`config.mk`:
```
export PLATFORM = sky130hd
export DESIGN_NAME = rom_port_arbiter
export DESIGN_NICKNAME = d
export VERILOG_FILES = /design/src/rtl/rom_port_arbiter.sv
export SDC_FILE = /design/constraint.sdc
export NUM_CORES = 1
export LEC_CHECK = 0
export BUFFER_PORTS_ARGS = -buffer_cell sky130_fd_sc_hd__buf_2
export CORE_UTILIZATION = 50
export CTS_CLUSTER_SIZE = 20
export DETAILED_ROUTE_END_ITERATION = 7
export PLACE_DENSITY = 0.75
export REMOVE_ABC_BUFFERS = 1
export SYNTH_ARGS = -nofsm -noshare
export SYNTH_HDL_FRONTEND = slang
export SYNTH_SLANG_ARGS = --single-unit
```
`constraint.sdc`:
```
create_clock -name clk_sys -period 2.81 [get_ports clk_sys]
set_clock_uncertainty 0.05 [all_clocks]
set_input_delay 0.4215 -clock clk_sys [delete_from_list [all_inputs] [get_ports clk_sys]]
set_output_delay 0.4215 -clock clk_sys [all_outputs]
set_load 0.01 [all_outputs]
```
`src/rtl/rom_port_arbiter.sv`:
```
// Arbitrates ROM download writes and two CPU ROM fetch ports onto one req/ack-toggle SDRAM port.
// Define ROM_ARB_STATS_EN to add the hit_cnt/miss_cnt/max_wait statistics outputs.
module rom_port_arbiter #(
  parameter int unsigned   AW        = 23,
  parameter logic [AW-1:0] CPU1_BASE = AW'(32'h0000_0000),
  parameter logic [AW-1:0] CPU2_BASE = AW'(32'h0000_8000)
) (
  input  logic          clk_sys,
  input  logic          reset_n,
  input  logic          dl_active,
  input  logic          dl_wr,
  input  logic [24:0]   dl_addr,
  input  logic [7:0]    dl_data,
  input  logic          cpu1_cs,
  input  logic [15:0]   cpu1_addr,
  output logic [7:0]    cpu1_q,
  output logic          cpu1_valid,
  input  logic          cpu2_cs,
  input  logic [15:0]   cpu2_addr,
  output logic [7:0]    cpu2_q,
  output logic          cpu2_valid,
  output logic          mem_req,
  input  logic          mem_ack,
  output logic [AW-1:0] mem_a,
  output logic [1:0]    mem_ds,
  output logic          mem_we,
  output logic [15:0]   mem_d,
  input  logic [15:0]   mem_q,
  output logic          overflow
`ifdef ROM_ARB_STATS_EN
  ,
  output logic [15:0]   hit_cnt,
  output logic [15:0]   miss_cnt,
  output logic [7:0]    max_wait
`endif
);

  localparam int unsigned DW = 16;
  localparam int unsigned TW = 15;

  typedef enum logic [1:0] {S_IDLE, S_BUSY, S_FILL} state_t;

  state_t          r_state;
  state_t          w_state_nxt;

  logic            r_ack_s1;
  logic            r_ack_s2;
  logic            r_mem_req;
  logic [AW-1:0]   r_mem_a;
  logic [1:0]      r_mem_ds;
  logic            r_mem_we;
  logic [DW-1:0]   r_mem_d;
  logic            r_overflow;
  logic            r_dl_wr_d;
  logic            r_dl_act_d;
  logic            r_wb_full;
  logic [AW:0]     r_wb_addr;
  logic [7:0]      r_wb_data;
  logic [DW-1:0]   r_lat1;
  logic [DW-1:0]   r_lat2;
  logic [TW-1:0]   r_tag1;
  logic [TW-1:0]   r_tag2;
  logic            r_lv1;
  logic            r_lv2;
  logic            r_rr;
  logic            r_own;
  logic [TW-1:0]   r_pend_tag;

  logic            w_busy;
  logic            w_dl_edge;
  logic            w_dl_rise;
  logic            w_hit1;
  logic            w_hit2;
  logic            w_miss1;
  logic            w_miss2;
  logic            w_iss_wr;
  logic            w_iss_rd1;
  logic            w_iss_rd2;
  logic            w_iss_rd;
  logic [AW-1:0]   w_rd_addr;
  logic            w_unused;

  // dl_addr bits above the SDRAM byte range are ignored
  assign w_unused  = ^dl_addr;

  assign w_busy    = (r_mem_req != r_ack_s2);
  assign w_dl_edge = dl_active & dl_wr & ~r_dl_wr_d;
  assign w_dl_rise = dl_active & ~r_dl_act_d;

  assign w_hit1    = r_lv1 & (r_tag1 == cpu1_addr[15:1]);
  assign w_hit2    = r_lv2 & (r_tag2 == cpu2_addr[15:1]);
  assign w_miss1   = cpu1_cs & ~w_hit1 & ~dl_active;
  assign w_miss2   = cpu2_cs & ~w_hit2 & ~dl_active;

  assign cpu1_valid = cpu1_cs & w_hit1 & ~dl_active;
  assign cpu2_valid = cpu2_cs & w_hit2 & ~dl_active;
  assign cpu1_q     = cpu1_addr[0] ? r_lat1[15:8] : r_lat1[7:0];
  assign cpu2_q     = cpu2_addr[0] ? r_lat2[15:8] : r_lat2[7:0];

  assign w_iss_rd  = w_iss_rd1 | w_iss_rd2;
  assign w_rd_addr = w_iss_rd2 ? (CPU2_BASE + AW'(cpu2_addr[15:1]))
                               : (CPU1_BASE + AW'(cpu1_addr[15:1]));

  assign mem_req  = r_mem_req;
  assign mem_a    = r_mem_a;
  assign mem_ds   = r_mem_ds;
  assign mem_we   = r_mem_we;
  assign mem_d    = r_mem_d;
  assign overflow = r_overflow;

  // State register
  always_ff @(posedge clk_sys or negedge reset_n) begin
    if (!reset_n) r_state <= S_IDLE;
    else          r_state <= w_state_nxt;
  end

  // Next state and issue selection: buffered write first, then round-robin CPU misses
  always_comb begin
    w_state_nxt = r_state;
    w_iss_wr    = 1'b0;
    w_iss_rd1   = 1'b0;
    w_iss_rd2   = 1'b0;
    case (r_state)
      S_IDLE: begin
        if (r_wb_full) begin
          w_iss_wr    = 1'b1;
          w_state_nxt = S_BUSY;
        end else if (w_miss1 && (!w_miss2 || !r_rr)) begin
          w_iss_rd1   = 1'b1;
          w_state_nxt = S_BUSY;
        end else if (w_miss2) begin
          w_iss_rd2   = 1'b1;
          w_state_nxt = S_BUSY;
        end
      end
      S_BUSY: begin
        if (!w_busy) w_state_nxt = r_mem_we ? S_IDLE : S_FILL;
      end
      S_FILL:  w_state_nxt = S_IDLE;
      default: w_state_nxt = S_IDLE;
    endcase
  end

  // Ack synchronizer and input edge history
  always_ff @(posedge clk_sys or negedge reset_n) begin
    if (!reset_n) begin
      r_ack_s1   <= 1'b0;
      r_ack_s2   <= 1'b0;
      r_dl_wr_d  <= 1'b0;
      r_dl_act_d <= 1'b0;
    end else begin
      r_ack_s1   <= mem_ack;
      r_ack_s2   <= r_ack_s1;
      r_dl_wr_d  <= dl_wr;
      r_dl_act_d <= dl_active;
    end
  end

  // SDRAM command registers, round-robin pointer and pending-read bookkeeping
  always_ff @(posedge clk_sys or negedge reset_n) begin
    if (!reset_n) begin
      r_mem_req  <= 1'b0;
      r_mem_a    <= '0;
      r_mem_ds   <= 2'b00;
      r_mem_we   <= 1'b0;
      r_mem_d    <= '0;
      r_rr       <= 1'b0;
      r_own      <= 1'b0;
      r_pend_tag <= '0;
    end else if (w_iss_wr) begin
      r_mem_req  <= ~r_mem_req;
      r_mem_a    <= r_wb_addr[AW:1];
      r_mem_ds   <= {r_wb_addr[0], ~r_wb_addr[0]};
      r_mem_we   <= 1'b1;
      r_mem_d    <= {r_wb_data, r_wb_data};
    end else if (w_iss_rd) begin
      r_mem_req  <= ~r_mem_req;
      r_mem_a    <= w_rd_addr;
      r_mem_ds   <= 2'b11;
      r_mem_we   <= 1'b0;
      r_mem_d    <= '0;
      r_rr       <= w_iss_rd1;
      r_own      <= w_iss_rd2;
      r_pend_tag <= w_iss_rd2 ? cpu2_addr[15:1] : cpu1_addr[15:1];
    end
  end

  // One-entry download buffer; a slot freed by this cycle's issue may be refilled at once
  always_ff @(posedge clk_sys or negedge reset_n) begin
    if (!reset_n) begin
      r_wb_full  <= 1'b0;
      r_wb_addr  <= '0;
      r_wb_data  <= '0;
      r_overflow <= 1'b0;
    end else if (w_dl_edge) begin
      if (r_wb_full && !w_iss_wr) begin
        r_overflow <= 1'b1;
      end else begin
        r_wb_full  <= 1'b1;
        r_wb_addr  <= dl_addr[AW:0];
        r_wb_data  <= dl_data;
      end
    end else if (w_iss_wr) begin
      r_wb_full  <= 1'b0;
    end
  end

  // CPU read latches; download start invalidates both, overriding a same-cycle fill
  always_ff @(posedge clk_sys or negedge reset_n) begin
    if (!reset_n) begin
      r_lat1 <= '0;
      r_lat2 <= '0;
      r_tag1 <= '0;
      r_tag2 <= '0;
      r_lv1  <= 1'b0;
      r_lv2  <= 1'b0;
    end else begin
      if (r_state == S_FILL) begin
        if (!r_own) begin
          r_lat1 <= mem_q;
          r_tag1 <= r_pend_tag;
          r_lv1  <= 1'b1;
        end else begin
          r_lat2 <= mem_q;
          r_tag2 <= r_pend_tag;
          r_lv2  <= 1'b1;
        end
      end
      if (w_dl_rise) begin
        r_lv1 <= 1'b0;
        r_lv2 <= 1'b0;
      end
    end
  end

`ifdef ROM_ARB_STATS_EN
  logic        r_v1_d;
  logic        r_v2_d;
  logic [15:0] r_hit_cnt;
  logic [15:0] r_miss_cnt;
  logic [7:0]  r_wait;
  logic [7:0]  r_max_wait;
  logic [1:0]  w_hit_inc;
  logic [16:0] w_hit_sum;

  assign w_hit_inc = 2'(cpu1_valid & ~r_v1_d) + 2'(cpu2_valid & ~r_v2_d);
  assign w_hit_sum = 17'(r_hit_cnt) + 17'(w_hit_inc);

  // Saturating statistics; wait time runs from issue until the synchronized ack matches
  always_ff @(posedge clk_sys or negedge reset_n) begin
    if (!reset_n) begin
      r_v1_d     <= 1'b0;
      r_v2_d     <= 1'b0;
      r_hit_cnt  <= '0;
      r_miss_cnt <= '0;
      r_wait     <= '0;
      r_max_wait <= '0;
    end else begin
      r_v1_d    <= cpu1_valid;
      r_v2_d    <= cpu2_valid;
      r_hit_cnt <= w_hit_sum[16] ? 16'hFFFF : w_hit_sum[15:0];
      if (w_iss_rd && (r_miss_cnt != 16'hFFFF)) r_miss_cnt <= r_miss_cnt + 16'd1;
      if (w_iss_wr || w_iss_rd) begin
        r_wait <= 8'd1;
      end else if (r_state == S_BUSY) begin
        if (w_busy) begin
          if (r_wait != 8'hFF) r_wait <= r_wait + 8'd1;
        end else if (r_wait > r_max_wait) begin
          r_max_wait <= r_wait;
        end
      end
    end
  end

  assign hit_cnt  = r_hit_cnt;
  assign miss_cnt = r_miss_cnt;
  assign max_wait = r_max_wait;
`endif

endmodule

```
==> impl_metrics.env, run 1 <==
export IMPL_whs_path_depth=1
export IMPL_rsz0062_at_grt="false"
export IMPL_hold_viol=0
export IMPL_hp_class="primary input to flop"
export IMPL_relSlewSlack_pct=69.37
export IMPL_worstSetupPathType="flop to output port"
export IMPL_via_count=4494
export IMPL_antennaDiodeCount=0
export IMPL_status="finished, final reports clean"
export IMPL_firstDrtPassIters=4
export IMPL_synth_avg_cell_area_um2=12.72
export IMPL_ys_seq_elements=156
export IMPL_comb_power_share_pct=30.0
export IMPL_avgRoutedWirePerCell_um=16.86
export IMPL_slew_violations=0
export IMPL_die_area_um2=13800
export IMPL_die_y_um=117.5
export IMPL_crit_required_ns=2.34
export IMPL_cts_root_buf="clkbuf_16"
export IMPL_rows=41
export IMPL_place_area_um2=7574
export IMPL_seq_area_um2=3904
export IMPL_finalSetupTns_ns=0
export IMPL_maxCapViolCount=0
export IMPL_hp_start="mem_ack"
export IMPL_power_per_cell_area_nw_per_um2=1039
export IMPL_cts_buffers=17
export IMPL_worst_pin_slew_ns=0.4578
export IMPL_peakVddDrop_v=0.0005433
export IMPL_cts_tree="done"
export IMPL_clkTransAtPathRegs_ns=0.06
export IMPL_grt_pass1_vias=4787
export IMPL_clk_path_buf_depth=2
export IMPL_gp_congestion=0.7751
export IMPL_globalRouteTotalUtil_pct=22.44
export IMPL_ys_warn_count=0
export IMPL_crit_path_end_kind="output port"
export IMPL_mostFrequentLayoutCell="dfrtp_1"
export IMPL_reg2reg_depth=9
export IMPL_worstHoldEndpoint="r_ack_s1"
export IMPL_grt_overflow=0
export IMPL_fin_area_um2=8160
export IMPL_hpwl_um=9998
export IMPL_setup_viol_count_final=0
export IMPL_postRouteAntennaNets=0
export IMPL_pwr_share_clk_pct=26.2
export IMPL_drive_above_1_share_pct=45.76
export IMPL_multi_input_area_um2=2511
export IMPL_grt_pass1_wl_um=24050
export IMPL_cts_resized_gates=0
export IMPL_grt_max_degree=61
export IMPL_io_pins=150
export IMPL_clock_sinks=156
export IMPL_drtIter0Drc=180
export IMPL_cp_arrival_ns=2.11
export IMPL_p_seq_share_pct=43.8
export IMPL_wl_um=14430
export IMPL_antenna_found_initial=0
export IMPL_final_cell_mix="156 x dfrtp_1, 147 x buf_2, 109 x mux2_2"
export IMPL_place_ws_ns=0.3023
export IMPL_finalCritPeriodShare_pct=91.72
export IMPL_stdcell_count=856
export IMPL_p_switching_uw=2645
export IMPL_max_freq_mhz=388.0
export IMPL_synth_cell_area_um2=6665
export IMPL_die_w_um=117.5
export IMPL_synth_distinct_cells=37
export IMPL_dp_cells=823
export IMPL_num_fill_cells=1049
export IMPL_port_buffers=148
export IMPL_rrSetupSlack_ns=0.40
export IMPL_synthesis_instances=524
export IMPL_reg2reg_to="mem_a[14]"
export IMPL_via_per_inst=5.250
export IMPL_cp_start_kind="flop"
export IMPL_htreeDepth=4
export IMPL_p_sw_share_pct=31.21
export IMPL_p_leak_uw=0.003930
export IMPL_worstReg2RegStart="r_tag2[7]"
export IMPL_finalCriticalPeriod_ns=2.577
export IMPL_p_int_uw=5830
export IMPL_area_growth_synth_to_final_pct=22.43
export IMPL_synth_seq_area_share_pct=58.57
export IMPL_fin_ws_ns=0.2327
export IMPL_drc_errors=0
export IMPL_clkLatencyLatePin_ns=0.42
export IMPL_start_util_pct=51.97
export IMPL_coreArea_um2=12820
export IMPL_cp_max_fo=2
export IMPL_fin_nets=759
-- cells by family after synthesis --
| group | share of synthesized area [%] |
|---|---|
| xor+xnor | 4.205 |
| simple gates | 7.134 |
| buf+inv | 3.867 |
| flops | 58.57 |
| mux | 20.84 |
| compound gates | 5.388 |
-- timing repair --
action                    in CTS  in global routing
hold endpoints to repair      30                  0
hold buffers                   1                  0
setup buffers                  0                  0
-- worst max-delay path: stages (launching register included) --
cell and delay, ns:
dfrtp_1 0.39, xnor2_1 0.24, nand4_1 0.16, or4_4 0.53, nor3b_1 0.20, buf_2 0.18
-- layer usage --
metal	share of wire [%]	track usage (%)
met1	45	29.48
met3	6.2	6.686
met4	1.4	6.971
met2	47	35.91
met5	0	0
-- per-stage QoR --
stage                     util [%]  hold slack [ns]  power [uW]
after floorplan                  -          0.07591        5309
after global placement       59.05           0.2660        6162
after detailed placement     59.05           0.2703        6308
after CTS                    63.63          0.04305        8561
after global routing         63.63          0.04628        9004
final                        63.63          0.05828        8475
-- power groups by stage --
stage	combinational (uW)	clock, uW	sequential (uW)
2_1_floorplan	1580	0	3720
3_3_place_gp	2490	0	3670
3_5_place_dp	2560	0	3740
4_1_cts	2580	2270	3710
5_1_grt	2810	2370	3830
6_report	2540	2220	3710
-- final cells by class --
class	instances	area share (%)
well taps	172	2.637
flip-flops and latches	156	47.84
repair buffers	165	10.90
inverters	17	0.7820
clock inverters	13	1.518
clock buffers	19	5.550
multi-input cells	314	30.77
-- flip-flops by register name (all words and copies together) (netlist names), 2 cells and up --
signal      cells
r_wb_addr      24
mem_a          23
r_lat1         16
r_lat2         16
r_pend_tag     15
r_tag1         15
r_tag2         15
mem_d           8
r_wb_data       8
mem_ds          2
r_state         2
-- Yosys cell counts --
master | instances | area share (%)
clkbuf_1 | 17 | 0.96
o21ai_1 | 1 | 0.075
or4_1 | 1 | 0.11
dfrtp_1 | 156 | 59
nor2_1 | 6 | 0.34
a2111o_2 | 1 | 0.19
a31o_1 | 1 | 0.13
nor3_1 | 2 | 0.15
buf_1 | 4 | 0.23
nor4_1 | 1 | 0.094
inv_1 | 17 | 0.96
nand3b_4 | 1 | 0.30
nor3b_1 | 1 | 0.11
buf_2 | 5 | 0.38
nand2_1 | 68 | 3.8
xnor2_1 | 30 | 3.9
o21ai_0 | 32 | 2.4
or4_4 | 1 | 0.17
nand2_2 | 1 | 0.094
o221ai_1 | 15 | 2.0
nor4b_1 | 1 | 0.13
and2_1 | 2 | 0.19
nand2b_1 | 2 | 0.19
buf_4 | 9 | 1.0
xor2_1 | 2 | 0.26
mux2i_1 | 15 | 2.3
a2111oi_2 | 1 | 0.23
mux2_1 | 1 | 0.17
mux2_2 | 109 | 18
buf_6 | 2 | 0.34
o21ai_2 | 1 | 0.13
nor2b_1 | 2 | 0.19
a21oi_1 | 2 | 0.15
nand4_1 | 8 | 0.75
nand3b_1 | 3 | 0.34
nand3_1 | 2 | 0.15
o21bai_1 | 1 | 0.11
-- worst max-delay path by stage --
stage	from	end	slack, ns	depth (start not counted)
2_1_floorplan	r_state[1]	r_lat1[0]	-0.53	3
3_3_place_gp	cpu2_addr[13]	mem_a[2]	0.32	10
3_5_place_dp	cpu2_addr[1]	mem_a[14]	0.30	10
4_1_cts	r_tag1[13]	cpu1_valid	0.20	5
5_1_grt	r_tag1[12]	cpu1_valid	0.06	5
6_report	r_tag1[13]	cpu1_valid	0.23	5
Note: power is estimated with default switching activity, not from simulation.
==> inputs of run 2 (changes only) <==
Settings changed: GPL_TIMING_DRIVEN set to 0, MAX_ROUTING_LAYER set to met4.
==> run 2 against run 1 <==
The run now ends with negative hold slack left. Worst hold slack got worse by 0.067 ns. Critical path depth unchanged. Via count is 0.51% lower. Routed wire length up 3.9%. Worst setup slack lost 0.055 ns. Non-clock buffer count down 9. First-iteration DRC count is 27% higher. Sequential power barely moved. Sequential cell count unchanged. Utilization is 0.16 points lower. Combinational power grew 2%. Die area stayed put. Largest cell class unchanged. Largest power group unchanged.
==> impl_metrics.env, run 2 (same netlist as run 1, synthesis figures left out) <==
export IMPL_p_seq_share_pct=44.4
export IMPL_status="finished with violations"
export IMPL_via_per_inst=5.304
export IMPL_relSlewSlack_pct=38.08
export IMPL_drtIter0Drc=228
export IMPL_htreeDepth=4
export IMPL_cp_arrival_ns=2.16
export IMPL_grt_pass1_vias=4805
export IMPL_clk_path_buf_depth=2
export IMPL_fin_nets=752
export IMPL_port_buffers=148
export IMPL_design_power_total_uw=8431
export IMPL_setup_viol_count_final=0
export IMPL_pwr_share_clk_pct=24.8
export IMPL_cts_tree="done"
export IMPL_die_area_um2=13800
export IMPL_slew_violations=0
export IMPL_peakVddDrop_v=0.0005458
export IMPL_p_sw_share_pct=31.47
export IMPL_maxUsedRoutingLayer="met4"
export IMPL_worstReg2RegStart="r_tag1[13]"
export IMPL_max_freq_mhz=379.9
export IMPL_grt_overflow=0
export IMPL_crit_required_ns=2.34
export IMPL_hold_ws_ns=-0.008892
export IMPL_cts_buffers=17
export IMPL_power_per_cell_area_nw_per_um2=1036
export IMPL_post_route_util_pct=63.47
export IMPL_maxCapViolCount=0
export IMPL_clkTransAtPathRegs_ns=0.06
export IMPL_rsz0062_at_grt="false"
export IMPL_globalRouteTotalUtil_pct=23.66
export IMPL_gp_congestion=0.7673
export IMPL_drc_errors=0
export IMPL_drive_above_1_share_pct=44.71
export IMPL_die_y_um=117.5
export IMPL_firstDrtPassIters=4
export IMPL_regMostFlops="r_wb_addr"
export IMPL_hpwl_um=9932
export IMPL_p_switching_uw=2654
export IMPL_p_leak_uw=0.003900
export IMPL_reg2reg_to="mem_a[4]"
export IMPL_cp_max_fo=2
export IMPL_io_pins=150
export IMPL_grt_pass1_wl_um=24410
export IMPL_via_count=4471
export IMPL_dr_wl_met3_um=854
export IMPL_dr_wl_met2_um=7144
export IMPL_wl_met1_um=6763
export IMPL_area_growth_synth_to_final_pct=22.13
export IMPL_fin_area_um2=8140
export IMPL_finalSetupTns_ns=0
export IMPL_num_fill_cells=1054
export IMPL_p_int_uw=5777
export IMPL_crit_path_end_kind="output port"
export IMPL_antennaDiodeCount=0
export IMPL_hold_viol=7
export IMPL_coreArea_um2=12820
export IMPL_seq_area_um2=3904
export IMPL_cp_start_kind="flop"
export IMPL_violations="negative hold slack"
export IMPL_place_area_um2=7545
export IMPL_rows=41
export IMPL_wl_um=14990
export IMPL_hp_class="primary input to asynchronous set/reset pin"
export IMPL_multi_input_area_um2=2576
export IMPL_finalCriticalPeriod_ns=2.632
export IMPL_die_w_um=117.5
export IMPL_cts_root_buf="clkbuf_16"
export IMPL_mostFrequentLayoutCell="dfrtp_1"
export IMPL_reg2reg_depth=7
export IMPL_worst_pin_slew_ns=0.9288
export IMPL_rrSetupSlack_ns=0.31
export IMPL_postRouteAntennaNets=0
export IMPL_clkLatencyLatePin_ns=0.42
export IMPL_comb_power_share_pct=30.9
export IMPL_worstSetupPathType="flop to output port"
export IMPL_final_cell_mix="156 x dfrtp_1, 147 x buf_2, 109 x mux2_2"
export IMPL_largest_reg_flops=24
export IMPL_clock_sinks=156
export IMPL_finalCritPeriodShare_pct=93.68
export IMPL_start_util_pct=51.97
export IMPL_avgRoutedWirePerCell_um=17.78
export IMPL_grt_max_degree=82
export IMPL_antenna_found_initial=0
-- run 2: area by class of cell --
class / instances / share of cell area, %
clock buffers: 23 / 5.994
clock inverters: 3 / 0.4919
inverters: 17 / 0.7839
multi-input cells: 316 / 31.65
flip-flops and latches: 156 / 47.96
well taps: 172 / 2.644
repair buffers: 156 / 10.48
-- run 2: repair_timing --
action,CTS,global route
pin swaps,1,1
hold buffers,0,0
cloned,2,0
setup endpoints to repair,33,17
resized for setup,4,1
setup buffers,0,2
-- run 2: worst max path at each step --
stage                        startpoint         end  slack, ns  cells after the start
after floorplan              r_state[1]   r_lat1[0]      -0.53                      3
after global placement       r_state[1]   r_lat1[9]      -2.13                      3
after detailed placement  cpu2_addr[13]    mem_a[4]      -0.84                      8
after CTS                    r_tag2[12]   mem_a[13]    0.00009                      7
after global routing         r_tag1[13]  cpu1_valid        0.1                      5
final                        r_tag1[13]  cpu1_valid       0.18                      5
-- run 2: critical path, stage by stage (launching register included) --
cell and delay (ns):
dfrtp_1 0.38, xnor2_1 0.26, nand4_1 0.17, or4_4 0.55
nor3b_1 0.21, buf_2 0.17
-- run 2: power groups by stage --
stage                     Sequential [uW]  Clock (uW)  Combinational [uW]
after floorplan                      3720           0                1580
final                                3740        2090                2600
after detailed placement             3750           0                2570
after CTS                            3740        2130                2630
after global placement               3660           0                2470
after global routing                 3860        2230                2850
-- run 2: metrics by stage --
| step | setup slack, ns | cells |
|---|---|---|
| 2_1_floorplan | -0.5313 | 487 |
| 3_3_place_gp | -2.133 | 807 |
| 3_5_place_dp | -0.8411 | 813 |
| 4_1_cts | 0.00009326 | 841 |
| 5_1_grt | 0.09875 | 843 |
| 6_report | 0.1777 | 843 |
-- run 2: layer usage --
metal / up-vias / global-route usage [%]
met5: - / -
met4: 0 / 7.612
met3: 22 / 5.669
met2: 141 / 37.68
met1: 2223 / 29.96
li1: 2085 / -
==> inputs of run 3 (changes only) <==
Settings changed: PLACE_DENSITY 0.75 to unset, PLACE_DENSITY_LB_ADDON set to 0.15.
==> run 3 against run 2 <==
The flow now finishes without violations. Clock-buffer cell count decreased by 3. Register-to-register slack got worse by 0.04 ns. Global-route usage grew 0.97 points. Sequential power barely moved. Combinational power hardly changed. Non-clock buffer count grew 1. Worst hold slack better by 0.060 ns.
==> impl_metrics.env, run 3 (same netlist as run 1, synthesis figures left out) <==
export IMPL_hold_ws_ns=0.05068
export IMPL_gp_congestion=0.7826
export IMPL_drc_errors=0
export IMPL_port_buffers=148
export IMPL_cp_arrival_ns=2.19
export IMPL_cp_start_kind="flop"
export IMPL_worstSetupPathType="flop to output port"
export IMPL_power_per_cell_area_nw_per_um2=1061
export IMPL_crit_buf_inv=1
export IMPL_coreArea_um2=12820
export IMPL_clock_sinks=156
export IMPL_status="finished, final reports clean"
export IMPL_post_route_util_pct=64.53
export IMPL_via_per_inst=5.267
export IMPL_peakVddDrop_v=0.0004883
export IMPL_relSlewSlack_pct=36.44
export IMPL_crit_required_ns=2.34
export IMPL_die_y_um=117.5
export IMPL_p_leak_uw=0.003947
export IMPL_fin_nets=753
export IMPL_fin_ws_ns=0.1534
export IMPL_drive_above_1_share_pct=45.43
export IMPL_setup_viol_count_final=0
export IMPL_slew_violations=0
export IMPL_final_cell_mix="156 x dfrtp_1, 147 x buf_2, 109 x mux2_2"
export IMPL_mostFrequentLayoutCell="dfrtp_1"
export IMPL_worstPathCellList="xnor2_1, nand4_1, or4_4, nor3b_1, buf_2"
export IMPL_wl_um=15180
export IMPL_via_count=4482
export IMPL_die_w_um=117.5
export IMPL_clk_path_buf_depth=2
export IMPL_postRouteAntennaNets=0
export IMPL_clkTransAtPathRegs_ns=0.06
export IMPL_critical_path_top_delay_family="simple AND/OR/NAND/NOR gates"
export IMPL_antenna_found_initial=1
export IMPL_crit_path_end_kind="output port"
export IMPL_cts_root_buf="clkbuf_16"
export IMPL_rows=41
export IMPL_io_pins=150
export IMPL_hpwl_um=9554
export IMPL_htreeDepth=4
export IMPL_avgRoutedWirePerCell_um=17.84
export IMPL_grt_pass1_wl_um=25190
export IMPL_finalSetupTns_ns=0
export IMPL_globalRouteTotalUtil_pct=24.63
export IMPL_finalCriticalPeriod_ns=2.657
export IMPL_finalCritPeriodShare_pct=94.54
export IMPL_max_freq_mhz=376.4
export IMPL_area_growth_synth_to_final_pct=24.16
export IMPL_hold_viol=0
export IMPL_max_stage_delay_ns=0.56
export IMPL_cp_max_fo=2
export IMPL_largest_reg_flops=24
export IMPL_drtIter0Drc=206
export IMPL_cts_tree="done"
export IMPL_cts_buffers=17
export IMPL_grt_overflow=0
export IMPL_firstDrtPassIters=4
export IMPL_grt_max_degree=98
export IMPL_maxCapViolCount=0
export IMPL_place_ws_ns=-0.7976
export IMPL_clkLatencyLatePin_ns=0.43
export IMPL_grt_pass1_vias=4742
export IMPL_hp_class="primary input to flop"
export IMPL_die_area_um2=13800
export IMPL_start_util_pct=51.97
export IMPL_worst_pin_slew_ns=0.9534
export IMPL_critical_path_slowest_cell="or4_4"
export IMPL_regMostFlops="r_wb_addr"
export IMPL_rsz0062_at_grt="false"
-- run 3: path summary, 6_finish.rpt --
path                       cells past startpoint  slack, ns       start           end
setup / recovery                               5       0.15  r_tag1[12]    cpu1_valid
setup reg to reg                               6       0.27   r_tag2[0]     mem_a[11]
hold reg to reg                                0       0.30    r_ack_s1      r_ack_s2
min in group asynchronous                      2       0.49     reset_n    r_lat2[13]
max in group asynchronous                      3       1.37     reset_n  r_wb_data[2]
hold / removal                                 1       0.05     mem_ack      r_ack_s1
-- run 3: final cells by class --
class | count | area [um^2]
clock buffers | 20 | 466.7
multi-input cells | 316 | 2567
flip-flops and latches | 156 | 3904
fillers | 1023 | 4549
clock inverters | 12 | 167.7
well taps | 172 | 215.2
repair buffers | 157 | 888.4
inverters | 17 | 63.81
diodes | 1 | 2.502
-- run 3: metrics by stage --
stage | area, um^2 | cells | power [uW]
after global routing | 8275 | 851 | 9336
after detailed placement | 7570 | 813 | 6308
final | 8275 | 851 | 8783
after floorplan | 6471 | 487 | 5309
after CTS | 8249 | 848 | 8842
after global placement | 7427 | 807 | 6128
-- run 3: timing repair --
action | 4_1_cts | 5_1_grt
endpoints found under the hold margin | 59 | 0
buffers inserted | 0 | 2
hold buffers | 1 | 0
gates cloned | 2 | 0
setup endpoints to repair | 33 | 15
pin swaps | 1 | 1
gates resized for setup | 3 | 1
-- run 3: where the power goes --
part	leakage (uW)	switching, uW	internal (uW)
Clock	0.000308	887	1550
Combinational	0.00171	1260	1340
Sequential	0.00193	579	3170
Total	0.00395	2730	6060
-- run 3: layer usage --
layer	share of wire, %	track usage [%]	up-vias
li1	-	-	2095
met1	42	29.99	2248
met2	52	40.31	116
met3	4.1	5.572	23
met4	1.9	9.054	0
met5	0	-	-
